===== config.mk =====
export PLATFORM = sky130hd
export DESIGN_NAME = regfile_param_flat
export DESIGN_NICKNAME = d
export VERILOG_FILES = /design/src/rtl/regfile_param_if.sv /design/src/rtl/regfile_param.sv /design/src/flat_wrapper.sv
export SDC_FILE = /design/constraint.sdc
export NUM_CORES = 1
export LEC_CHECK = 0
export ABC_AREA = 1
export BUFFER_PORTS_ARGS = -buffer_cell sky130_fd_sc_hd__buf_2
export CORE_ASPECT_RATIO = 0.7
export CORE_MARGIN = 3
export CORE_UTILIZATION = 50
export CTS_CLUSTER_SIZE = 30
export DETAILED_ROUTE_END_ITERATION = 12
export HOLD_SLACK_MARGIN = 0.06
export PLACE_DENSITY = 0.69
export SLEW_MARGIN = 20
export SYNTH_ARGS = -nofsm -noshare
export SYNTH_HDL_FRONTEND = slang
export SYNTH_SLANG_ARGS = --single-unit

===== constraint.sdc =====
create_clock -name clk -period 4.8 [get_ports clk]
set_clock_uncertainty 0.1 [all_clocks]
set_input_delay 0.24 -clock clk [delete_from_list [all_inputs] [get_ports clk]]
set_output_delay 0.24 -clock clk [all_outputs]
set_load 0.02 [all_outputs]

===== src/rtl/regfile_param_if.sv =====
// Register-file access bundle: one write port, two read ports,
// pending scoreboard control and hazard/ready status.
interface regfile_param_if #(
    parameter int DATA_W = 16,
    parameter int ADDR_W = 3
);
    logic              we;
    logic [ADDR_W-1:0] wa;
    logic [DATA_W-1:0] wd;
    logic [ADDR_W-1:0] ra1;
    logic [ADDR_W-1:0] ra2;
    logic [DATA_W-1:0] rd1;
    logic [DATA_W-1:0] rd2;
    logic              pend_set;
    logic [ADDR_W-1:0] pend_addr;
    logic              haz1;
    logic              haz2;
    logic              ready;

    modport master (
        output we, wa, wd,
        output ra1, ra2,
        output pend_set, pend_addr,
        input  rd1, rd2,
        input  haz1, haz2,
        input  ready
    );

    modport slave (
        input  we, wa, wd,
        input  ra1, ra2,
        input  pend_set, pend_addr,
        output rd1, rd2,
        output haz1, haz2,
        output ready
    );
endinterface


===== src/rtl/regfile_param.sv =====
// Parametrised register file: init sweep after reset, optional
// write-to-read bypass, optional zero register, pending scoreboard.
module regfile_param #(
    parameter int DATA_W   = 16,
    parameter int ADDR_W   = 3,
    parameter int ZERO_REG = 0,
    parameter int BYPASS   = 1
) (
    input logic           clk,
    input logic           rst,
    regfile_param_if.slave rf_if
);
    localparam int DEPTH = 2 ** ADDR_W;
    localparam bit ZR = (ZERO_REG != 0);
    localparam bit BP = (BYPASS != 0);

    localparam logic [0:0] S_INIT = 1'b0;
    localparam logic [0:0] S_RUN  = 1'b1;

    localparam logic [ADDR_W-1:0] LAST = ADDR_W'(DEPTH - 1);
    localparam logic [ADDR_W-1:0] ZA   = '0;

    logic [0:0]        state_q, state_d;
    logic [ADDR_W-1:0] cnt_q, cnt_d;
    logic              ready_q, ready_d;
    logic [DEPTH-1:0]  pend_q, pend_d;
    logic [DATA_W-1:0] rf_q [DEPTH];

    logic              run;
    logic              wr_ok;
    logic              ps_ok;
    logic              st_we;
    logic [ADDR_W-1:0] st_wa;
    logic [DATA_W-1:0] st_wd;

    assign run   = (state_q == S_RUN);
    assign wr_ok = run && rf_if.we
                 && !(ZR && rf_if.wa == ZA);
    assign ps_ok = run && rf_if.pend_set
                 && !(ZR && rf_if.pend_addr == ZA);

    always_comb begin
        state_d = state_q;
        cnt_d   = cnt_q;
        ready_d = ready_q;
        unique case (state_q)
            S_INIT: begin
                cnt_d = cnt_q + 1'b1;
                if (cnt_q == LAST) begin
                    state_d = S_RUN;
                    ready_d = 1'b1;
                end
            end
            S_RUN: begin
                ready_d = 1'b1;
            end
            default: begin
                state_d = S_INIT;
                ready_d = 1'b0;
            end
        endcase
    end

    // Issuing a new producer wins over a retiring write to the same reg.
    always_comb begin
        pend_d = pend_q;
        if (wr_ok) pend_d[rf_if.wa] = 1'b0;
        if (ps_ok) pend_d[rf_if.pend_addr] = 1'b1;
    end

    always_comb begin
        st_we = 1'b0;
        st_wa = cnt_q;
        st_wd = '0;
        unique case (1'b1)
            !run: begin
                st_we = 1'b1;
            end
            wr_ok: begin
                st_we = 1'b1;
                st_wa = rf_if.wa;
                st_wd = rf_if.wd;
            end
            default: ;
        endcase
    end

    always_ff @(posedge clk) begin
        if (rst) begin
            state_q <= S_INIT;
            cnt_q   <= '0;
            ready_q <= 1'b0;
            pend_q  <= '0;
        end else begin
            state_q <= state_d;
            cnt_q   <= cnt_d;
            ready_q <= ready_d;
            pend_q  <= pend_d;
        end
    end

    // Storage has no reset; the sweep clears it after rst drops.
    always_ff @(posedge clk) begin
        if (!rst && st_we) rf_q[st_wa] <= st_wd;
    end

    logic              z1, z2;
    logic              byp1, byp2;
    logic [DATA_W-1:0] rd1, rd2;
    logic              haz1, haz2;

    assign z1   = ZR && (rf_if.ra1 == ZA);
    assign z2   = ZR && (rf_if.ra2 == ZA);
    assign byp1 = BP && wr_ok && (rf_if.wa == rf_if.ra1);
    assign byp2 = BP && wr_ok && (rf_if.wa == rf_if.ra2);

    always_comb begin
        rd1  = rf_q[rf_if.ra1];
        haz1 = pend_q[rf_if.ra1];
        priority case (1'b1)
            !run: begin
                rd1  = '0;
                haz1 = 1'b0;
            end
            z1: begin
                rd1  = '0;
                haz1 = 1'b0;
            end
            byp1: begin
                rd1  = rf_if.wd;
                haz1 = 1'b0;
            end
            default: ;
        endcase
    end

    always_comb begin
        rd2  = rf_q[rf_if.ra2];
        haz2 = pend_q[rf_if.ra2];
        priority case (1'b1)
            !run: begin
                rd2  = '0;
                haz2 = 1'b0;
            end
            z2: begin
                rd2  = '0;
                haz2 = 1'b0;
            end
            byp2: begin
                rd2  = rf_if.wd;
                haz2 = 1'b0;
            end
            default: ;
        endcase
    end

    assign rf_if.rd1   = rd1;
    assign rf_if.rd2   = rd2;
    assign rf_if.haz1  = haz1;
    assign rf_if.haz2  = haz2;
    assign rf_if.ready = ready_q;
endmodule


===== src/flat_wrapper.sv =====
// flat-port wrapper written by rule: the top's interface ports become plain ports
module regfile_param_flat 
#(
    parameter int DATA_W   = 16,
    parameter int ADDR_W   = 3,
    parameter int ZERO_REG = 0,
    parameter int BYPASS   = 1
)
  (clk, rst, rf_if_we, rf_if_wa, rf_if_wd, rf_if_ra1, rf_if_ra2, rf_if_pend_set, rf_if_pend_addr, rf_if_rd1, rf_if_rd2, rf_if_haz1, rf_if_haz2, rf_if_ready);
  regfile_param_if #(.DATA_W(DATA_W), .ADDR_W(ADDR_W)) rf_if_i ();
  input logic clk;
  input logic rst;
  input wire logic [$bits(rf_if_i.we)-1:0] rf_if_we;
  input wire logic [$bits(rf_if_i.wa)-1:0] rf_if_wa;
  input wire logic [$bits(rf_if_i.wd)-1:0] rf_if_wd;
  input wire logic [$bits(rf_if_i.ra1)-1:0] rf_if_ra1;
  input wire logic [$bits(rf_if_i.ra2)-1:0] rf_if_ra2;
  input wire logic [$bits(rf_if_i.pend_set)-1:0] rf_if_pend_set;
  input wire logic [$bits(rf_if_i.pend_addr)-1:0] rf_if_pend_addr;
  output wire logic [$bits(rf_if_i.rd1)-1:0] rf_if_rd1;
  output wire logic [$bits(rf_if_i.rd2)-1:0] rf_if_rd2;
  output wire logic [$bits(rf_if_i.haz1)-1:0] rf_if_haz1;
  output wire logic [$bits(rf_if_i.haz2)-1:0] rf_if_haz2;
  output wire logic [$bits(rf_if_i.ready)-1:0] rf_if_ready;
  assign rf_if_i.we = rf_if_we;
  assign rf_if_i.wa = rf_if_wa;
  assign rf_if_i.wd = rf_if_wd;
  assign rf_if_i.ra1 = rf_if_ra1;
  assign rf_if_i.ra2 = rf_if_ra2;
  assign rf_if_i.pend_set = rf_if_pend_set;
  assign rf_if_i.pend_addr = rf_if_pend_addr;
  assign rf_if_rd1 = rf_if_i.rd1;
  assign rf_if_rd2 = rf_if_i.rd2;
  assign rf_if_haz1 = rf_if_i.haz1;
  assign rf_if_haz2 = rf_if_i.haz2;
  assign rf_if_ready = rf_if_i.ready;
  regfile_param #(.DATA_W(DATA_W), .ADDR_W(ADDR_W), .ZERO_REG(ZERO_REG), .BYPASS(BYPASS)) u_core (.clk(clk), .rst(rst), .rf_if(rf_if_i));
endmodule

After elaboration in Yosys (flattened, before gate mapping)
Memories as Yosys holds them, arrays and structs flattened. Cells that the tools add are included.

Magnitude comparators: 6. Equality and inequality tests: 4. $add $sub $neg: 1. Bitwise logic cells: 4. Muxes and demuxes: 27. Reduce and logical (&&, ||, !) cells: 10.

Operators with widths (number): $mux W16 (5); $lt A3 B4 Y1 const B (4); $mux W8 (2); $mux W1 (14); $and A8 B8 Y8 (1); $not A8 Y8 (1); $or A8 B8 Y8 (1); $logic_and A1 B1 Y1 (7); $bmux W1 S3 (2); $demux W1 S3 (2); $eq A3 B3 Y1 (2); $ge A3 B1 Y1 const B (2); $add A3 B1 Y3 const B (1); $eq A3 B3 Y1 const B (1); $mux W3 (1); $logic_not A1 Y1 (2); $ne A2 B1 Y1 const B (1); $pmux W1 S2 (1); $reduce_or A2 Y1 (1); $not A1 Y1 (1).

RAM bits: 128. Memories: 1. Register bits: 13. Output and inout bits: 35. Logic and storage cells: 57. Input bits: 32.

Memories: u_core.rf_q (words 8, width 16, read ports 2, clocked after memory_dff 0, write ports 1, RTL line regfile_param.sv:27) `logic [DATA_W-1:0] rf_q [DEPTH];`.

Depth between registers and ports, before layout
Gate-level depths: netlist of run 1.

Depth after elaboration: 9. Mapped depth: 10. Mapped depth without buffers: 8.

Worst setup path before layout of run 1
Ideal clock, no wire load.

Path type: reg2reg. From: reg u_core.state_q, in the netlist u_core.run. To: mem u_core.rf_q[0][0], enable pin. Buffers on the path: 0. Clock period less this slack: 2.218 ns. Data required time: 4.312 ns. Stages on the path, launching flop included: 7. Setup time: 0.388 ns. Arrival: 1.729 ns. Setup slack: 2.582 ns. Path through: dfxtp_1 -> nand2_2 -> clkinv_2 -> or2_1 -> o21ai_0 -> nand2_1 -> nor2_1.

Longest elaborated chain between the ends: 6. Elaborated cells on any way between the ends: 8. Those cells by class: mux: 4; reduce/logical: 4.

Ends and longest elaborated chain: from (decl) (RTL line regfile_param.sv:23) `logic [0:0] state_q, state_d;`; from (signal assigned) (RTL line regfile_param.sv:95) `state_q <= state_d;`; $logic_not A1 Y1 / $logic_and A1 B1 Y1 (equally long branches) (RTL line regfile_param.sv:76, regfile_param.sv:37); $reduce_or A2 Y1 (no source line); $mux W1 (RTL line regfile_param.sv:75) `unique case (1'b1)`; $logic_and A1 B1 Y1 (RTL line regfile_param.sv:104) `if (!rst && st_we) rf_q[st_wa] <= st_wd;`; $mux W1 (RTL line regfile_param.sv:104); $mux W1 (implied by the code) (RTL line regfile_param.sv:104); to (decl) (RTL line regfile_param.sv:27).

Parallel ways exist; a longest one is shown, timed or not.

Worst setup path after layout of run 1
From: reg u_core.state_q, in the netlist u_core.run. To: out rf_if_rd1[4].

Longest elaborated chain between the ends: 4.

Ends and longest elaborated chain: $logic_and A1 B1 Y1 (RTL line regfile_param.sv:37) `assign wr_ok = run && rf_if.we`; $logic_and A1 B1 Y1 (RTL line regfile_param.sv:114) `assign byp1 = BP && wr_ok && (rf_if.wa == rf_if.ra1);`; $mux W16 (RTL line regfile_param.sv:120) `priority case (1'b1)`; $mux W16 (*) (RTL line regfile_param.sv:120); to (decl) (RTL line flat_wrapper.sv:20) `output wire logic [$bits(rf_if_i.rd1)-1:0] rf_if_rd1;`.

Every way passes the cells marked *; elsewhere a longest branch is shown, timed or not.

==> results.py, run 1 <==
metrics = {
    "worst_setup_path": {
        "critical_path_class": "reg2out",
        "worstPathArrival_ns": 2.89,
        "setup.worst_path.start_class": "flip-flop",
        "required_ns": 4.46,
        "path_max_fanout": 41,
        "critPathCaptureType": "output pin",
    },
    "global_route": {
        "grt_first_pass_wirelength_mm": 37.1,
        "first_global_vias": 6626,
        "grtUsageTotal_pct": 27.7,
        "grt.overflow.total": 0,
        "grt_max_degree": 73,
        "grt_antenna_before_repair": 0,
    },
    "floorplanning": {
        "fp.dieH_um": 111,
        "io_pins": 67,
        "row_count": 37,
        "die_area_mm2": 0.0173,
        "start_util_pct": 52.2,
        "die_x_um": 156,
        "core_area_mm2": 0.0150,
    },
    "drt": {
        "via_count": 7189,
        "wirelength_mm": 23.4,
        "drc": 0,
        "drtIter0Drc": 1047,
        "first_pass_iters": 5,
        "ant_nets": 0,
        "via_per_inst": 5.67,
        "wl_per_cell_um": 18.4,
    },
    "sta": {
        "slew_headroom_pct": 40.6,
        "drv_slew": 0,
        "max_freq_mhz": 309,
        "period_share_pct": 67.4,
        "hold_viol": 0,
        "setup_tns_ns": 0,
        "max_slew.worst_pin.slew_ns": 0.891,
        "min_period_ns": 3.23,
        "grt_setup_unrepaired": "false",
        "setup_violations": 0,
    },
    "power_and_ir_drop": {
        "power_density_mw_per_mm2": 334,
        "ir_drop_uv": 239,
        "p_total_w": 0.00296,
        "p_leak_nw": 3.81,
    },
    "synth": {
        "ys.flop_type": "edfxtp_1",
        "yosysWarnings": 0,
        "syn_area_mm2": 0.00785,
        "syn_inst": 1021,
        "synth_cell_type_count": 24,
        "seq_area_frac_synth_pct": 52.3,
        "synth.avg_cell_area_um2": 7.69,
        "async_flop_share_pct": 0,
        "synth_edf_count": 128,
        "ys_seq_elements": 141,
        "syn_nets": 1055,
    },
    "clock_tree": {
        "max-clock-path-buffers": 2,
        "cts-buffers-inserted": 17,
        "cts.sinks": 141,
        "clk_pin_slew_ns": 0.06,
        "cts_tree": "done",
        "htreeDepth": 4,
        "insertion_delay_ns": 0.42,
        "cts_resized": 0,
        "cts_root_buffer": "clkbuf_16",
        "cts_setup_buffers": 0,
    },
    "layout": {
        "layout_common_cells": "nand2_1 (401), nand3_1 (198), nor2_1 (129)",
        "utilization_pct": 58.9,
        "layout-drive-gt1-share_pct": 11.4,
        "syn_to_final_growth_pct": 13.0,
        "fin_cells": 1268,
        "final_common_cell": "nand2_1",
        "n_antenna_cell": 0,
        "nNetsFinal": 1096,
    },
    "place": {
        "portBuffers": 66,
        "dp_hpwl_mm": 13.8,
        "gp_congestion": 0.861,
        "dp_cells": 1233,
    },
    "min_path": {
        "min_path_type": "in2reg",
    },
    "outcome": {
        "status": "completed",
    },
    "flow_run": {
        "max_cap_violations": 0,
    },
}
## registers in the layout (all words and copies together) (netlist names)
name / flops
u_core.rf_q: 128
u_core.pend_q: 8
u_core.cnt_q: 3
u_core.rf_if.ready: 1
u_core.run: 1
## through the flow
stage | setup slack, ns | area (µm²) | hold WS [ns]
after CTS | 1.60 | 8870 | 0.0790
after floorplan | 2.58 | 7850 | 0.209
after global routing | 1.40 | 8870 | 0.126
final | 1.57 | 8870 | 0.0939
after global placement | 1.94 | 8250 | 0.336
after detailed placement | 1.84 | 8250 | 0.340
## kinds of logic after synthesis
group,share of synthesized area [%]
flip-flops,52.3
AND/OR/NAND/NOR,39.7
AO/OA/AOI/OAI,2.23
buffers and inverters,5.44
adder cells (fa/ha/maj),0.319
## timing repair
| item | 4_1_cts | 5_1_grt |
|---|---|---|
| setup endpoints to repair | 0 | 0 |
| hold endpoints to repair | 13 | 0 |
| hold buffers | 5 | 0 |
## worst paths after layout
check / start / slack [ns] / to / cells past startpoint
min: rf_if_pend_addr[2] / 0.09 / u_core.pend_q[0] / 4
max: u_core.run / 1.57 / rf_if_rd1[4] / 10
min reg2reg: u_core.rf_if.ready / 0.34 / u_core.rf_if.ready / 2
max reg2reg: u_core.run / 1.75 / u_core.rf_q[1][0] / 8
## critical path, stage by stage, from the launching register on
cell      delay, ns
dfxtp_1        0.30
buf_4          0.38
nand2_2        0.36
clkinv_2       0.21
nand2_2        0.10
nor2_8         0.30
nand2_4        0.28
nand2_1        0.15
nor2_1         0.07
nor2_1         0.11
buf_2          0.18
## cells in the mapped netlist, drive strengths merged (2+ instances only)
| cell type | count | area, µm² |
|---|---|---|
| clkbuf | 22 | 82.6 |
| dfxtp | 13 | 260 |
| nand2 | 406 | 1550 |
| o211ai | 6 | 45.0 |
| nor2 | 133 | 538 |
| inv | 36 | 135 |
| nand3 | 198 | 991 |
| clkinv | 2 | 8.75 |
| buf | 42 | 200 |
| ha | 2 | 25.0 |
| o21ai | 12 | 60.1 |
| nand4 | 4 | 25.0 |
| or2 | 2 | 12.5 |
| a21oi | 14 | 70.1 |
| edfxtp | 128 | 3840 |
## report_power, final
group          internal [W]  total (W)  switching, W
clock network      0.000808    0.00129      0.000478
logic             0.0000844   0.000304      0.000220
registers           0.00136    0.00137     0.0000130
total               0.00225    0.00296      0.000711
## metal layers
metal | routed length, µm | part of all wire [%] | vias to the layer above | track usage [%]
met5 | 0 | 0 | - | 0
met4 | 496 | 2.1 | 0 | 9.06
met3 | 2640 | 11 | 47 | 6.20
met2 | 10400 | 44 | 437 | 41.2
met1 | 9860 | 42 | 3263 | 40.3
li1 | - | - | 3442 | -
## final cells by class
class                      instances  area [µm²]
inverter                          38         144
clock buffer                      22         444
fill                            1371        6180
timing repair buffer              86         493
multi-input combinational        778        3320
clock inverter                     8         119
tap                              195         244
sequential                       141        4100
Note: power is estimated with default switching activity, not from simulation.
==> run 2: changes to the inputs <==
Settings changed: PLACE_DENSITY 0.69 to 0.71.
Clock period 4.8 ns to 2.8 ns, I/O delays scaled along.
==> run 2 against run 1 <==
  * Cell count increased by 1.0%
  * Worst setup slack got worse by 1.4 ns
  * Sequential share of layout area decreased by 0.47 points
  * Critical endpoint is now u_core.pend_q[7]
  * Highest routed layer unchanged
==> results.py, run 2 (synthesis gave the netlist of run 1 again) <==
metrics = {
    "outcome": {
        "status": "completed",
    },
    "floorplanning": {
        "row_count": 37,
        "core_area_mm2": 0.0150,
        "start_util_pct": 52.2,
        "die_area_mm2": 0.0173,
        "die_x_um": 156,
        "fp.dieH_um": 111,
        "io_pins": 67,
    },
    "sta": {
        "drv_slew": 0,
        "grt_setup_unrepaired": "false",
        "max_slew.worst_pin.slew_ns": 0.825,
        "min_period_ns": 2.61,
        "setup_tns_ns": 0,
        "hold_viol": 0,
        "setup_violations": 0,
        "slew_headroom_pct": 45.0,
        "period_share_pct": 93.3,
        "max_freq_mhz": 383,
    },
    "place": {
        "gp_congestion": 0.837,
        "dp_hpwl_mm": 13.8,
        "dp_cells": 1242,
        "portBuffers": 66,
    },
    "layout": {
        "n_fill_cell": 1337,
        "n_antenna_cell": 0,
        "layout-drive-gt1-share_pct": 12.3,
        "largestRegisters": "u_core.rf_q (128), u_core.pend_q (8), u_core.cnt_q (3)",
        "nNetsFinal": 1108,
        "layout_common_cells": "nand2_1 (401), nand3_1 (198), nor2_1 (129)",
        "largest_register_ffs": 128,
        "fin_cells": 1281,
        "syn_to_final_growth_pct": 14.1,
        "regMostFlops": "u_core.rf_q",
        "final_common_cell": "nand2_1",
    },
    "power_and_ir_drop": {
        "internal_power_w": 0.00378,
        "pwr-share-seq_pct": 46.5,
        "p_sw_w": 0.00127,
        "p_sw_share_pct": 25.2,
        "p_clk_share_pct": 42.9,
        "p_leak_nw": 3.85,
        "ir_drop_uv": 396,
        "pwr-share-comb_pct": 10.6,
        "power_density_mw_per_mm2": 564,
    },
    "global_route": {
        "grt_first_pass_wirelength_mm": 38.0,
        "grt_max_degree": 72,
        "grt_antenna_before_repair": 0,
        "first_global_vias": 7220,
        "grtUsageTotal_pct": 28.1,
        "grt.overflow.total": 0,
    },
    "worst_setup_path": {
        "setup.worst_path.start_class": "flip-flop",
        "worstPathArrival_ns": 2.88,
        "required_ns": 3.06,
        "path_max_fanout": 40,
        "slowest_delay_ns": 0.57,
        "critical_path_class": "reg2reg",
        "timing.rr.start": "u_core.run",
        "critPathCaptureType": "flip-flop",
        "reg2reg_to": "u_core.pend_q[7]",
        "path_cells": "buf_4 > nand2_1 > nor3_1 > nand2_1 > dlygate4sd3_1 > a21oi_1 > dlygate4sd3_1",
        "r2r_cells": 7,
        "rrSetupSlack_ns": 0.19,
        "crit_slowest_cell": "dlygate4sd3_1",
    },
    "drt": {
        "wl_per_cell_um": 18.6,
        "via_count": 7382,
        "via_per_inst": 5.76,
        "wirelength_mm": 23.8,
        "drtIter0Drc": 1028,
        "drc": 0,
        "ant_nets": 0,
        "first_pass_iters": 6,
    },
    "clock_tree": {
        "cts_root_buffer": "clkbuf_16",
        "clk_pin_slew_ns": 0.06,
        "htreeDepth": 4,
        "max-clock-path-buffers": 2,
        "cts-buffers-inserted": 17,
        "cts_setup_buffers": 0,
        "insertion_delay_ns": 0.42,
        "cts.sinks": 141,
        "cts_resized": 0,
        "cts_tree": "done",
    },
    "flow_run": {
        "max_cap_violations": 0,
    },
    "min_path": {
        "min_path_type": "in2reg",
        "worstHoldStart": "rf_if_wd[8]",
        "whs_path_depth": 3,
        "whs_endpoint": "u_core.rf_q[6][8]",
    },
}
-- run 2: changes by cell type in the layout (fill, tap and decap cells not counted), moves of 3 or more --
cell,change
clkbuf_1,-3
buf_4,+9
clkinvlp_4,+4
dlygate4sd3_1,+3
-- run 2: how the worst max path moves through the flow --
stage,start,end,slack [ns],cells past startpoint
floorplan,u_core.run,u_core.rf_q[0][0],0.58,6
global placement,rf_if_ra1[0],rf_if_rd1[9],0.65,9
detailed placement,rf_if_ra1[0],rf_if_rd1[5],0.65,10
CTS,u_core.run,u_core.pend_q[7],0.26,7
global route,u_core.run,u_core.pend_q[7],0.04,7
finish,u_core.run,u_core.pend_q[7],0.19,7
-- run 2: metal layers --
layer	GRT usage, %	vias up	wire (µm)
met1	39.1	3403	9920
li1	-	3469	-
met3	6.67	60	2650
met2	42.5	450	10600
met5	0	-	0
met4	10.9	0	571
-- run 2: per-stage QoR --
step / utilization, % / total power, W / area [µm²] / hold slack, ns / setup WS, ns
floorplan: - / 0.00273 / 7850 / 0.109 / 0.582
global placement: 55.3 / 0.00290 / 8320 / 0.340 / 0.648
detailed placement: 55.3 / 0.00291 / 8320 / 0.340 / 0.646
CTS: 59.5 / 0.00505 / 8960 / 0.0847 / 0.261
global route: 59.5 / 0.00521 / 8960 / 0.111 / 0.0350
finish: 59.5 / 0.00505 / 8960 / 0.0985 / 0.187
-- run 2: layout make-up --
type | count | area (µm²) | area share (%)
clock inverter | 12 | 123 | 1.37
tap | 195 | 244 | 2.72
inverter | 38 | 144 | 1.61
multi-input combinational | 778 | 3320 | 37.0
timing repair buffer | 98 | 591 | 6.59
clock buffer | 19 | 433 | 4.83
sequential | 141 | 4100 | 45.8
-- run 2: what timing repair did --
item                       CTS  global route
setup endpoints to repair    0             0
hold buffers                 8             0
hold endpoints to repair    13             0
-- run 2: power by group through the flow --
stage               sequential (W)  clock (W)  combinational [W]
floorplan                  0.00238          0           0.000346
global placement           0.00239          0           0.000517
detailed placement         0.00239          0           0.000518
CTS                        0.00234    0.00218           0.000527
global route               0.00235    0.00227           0.000593
finish                     0.00235    0.00217           0.000536
-- run 2: critical path, delay by kind of cell, from the launching register on --
| kind | cells | cell delay, ns |
|---|---|---|
| buf+inv | 3 | 1.54 |
| simple gates | 3 | 0.42 |
| flops | 1 | 0.35 |
| compound gates | 1 | 0.14 |
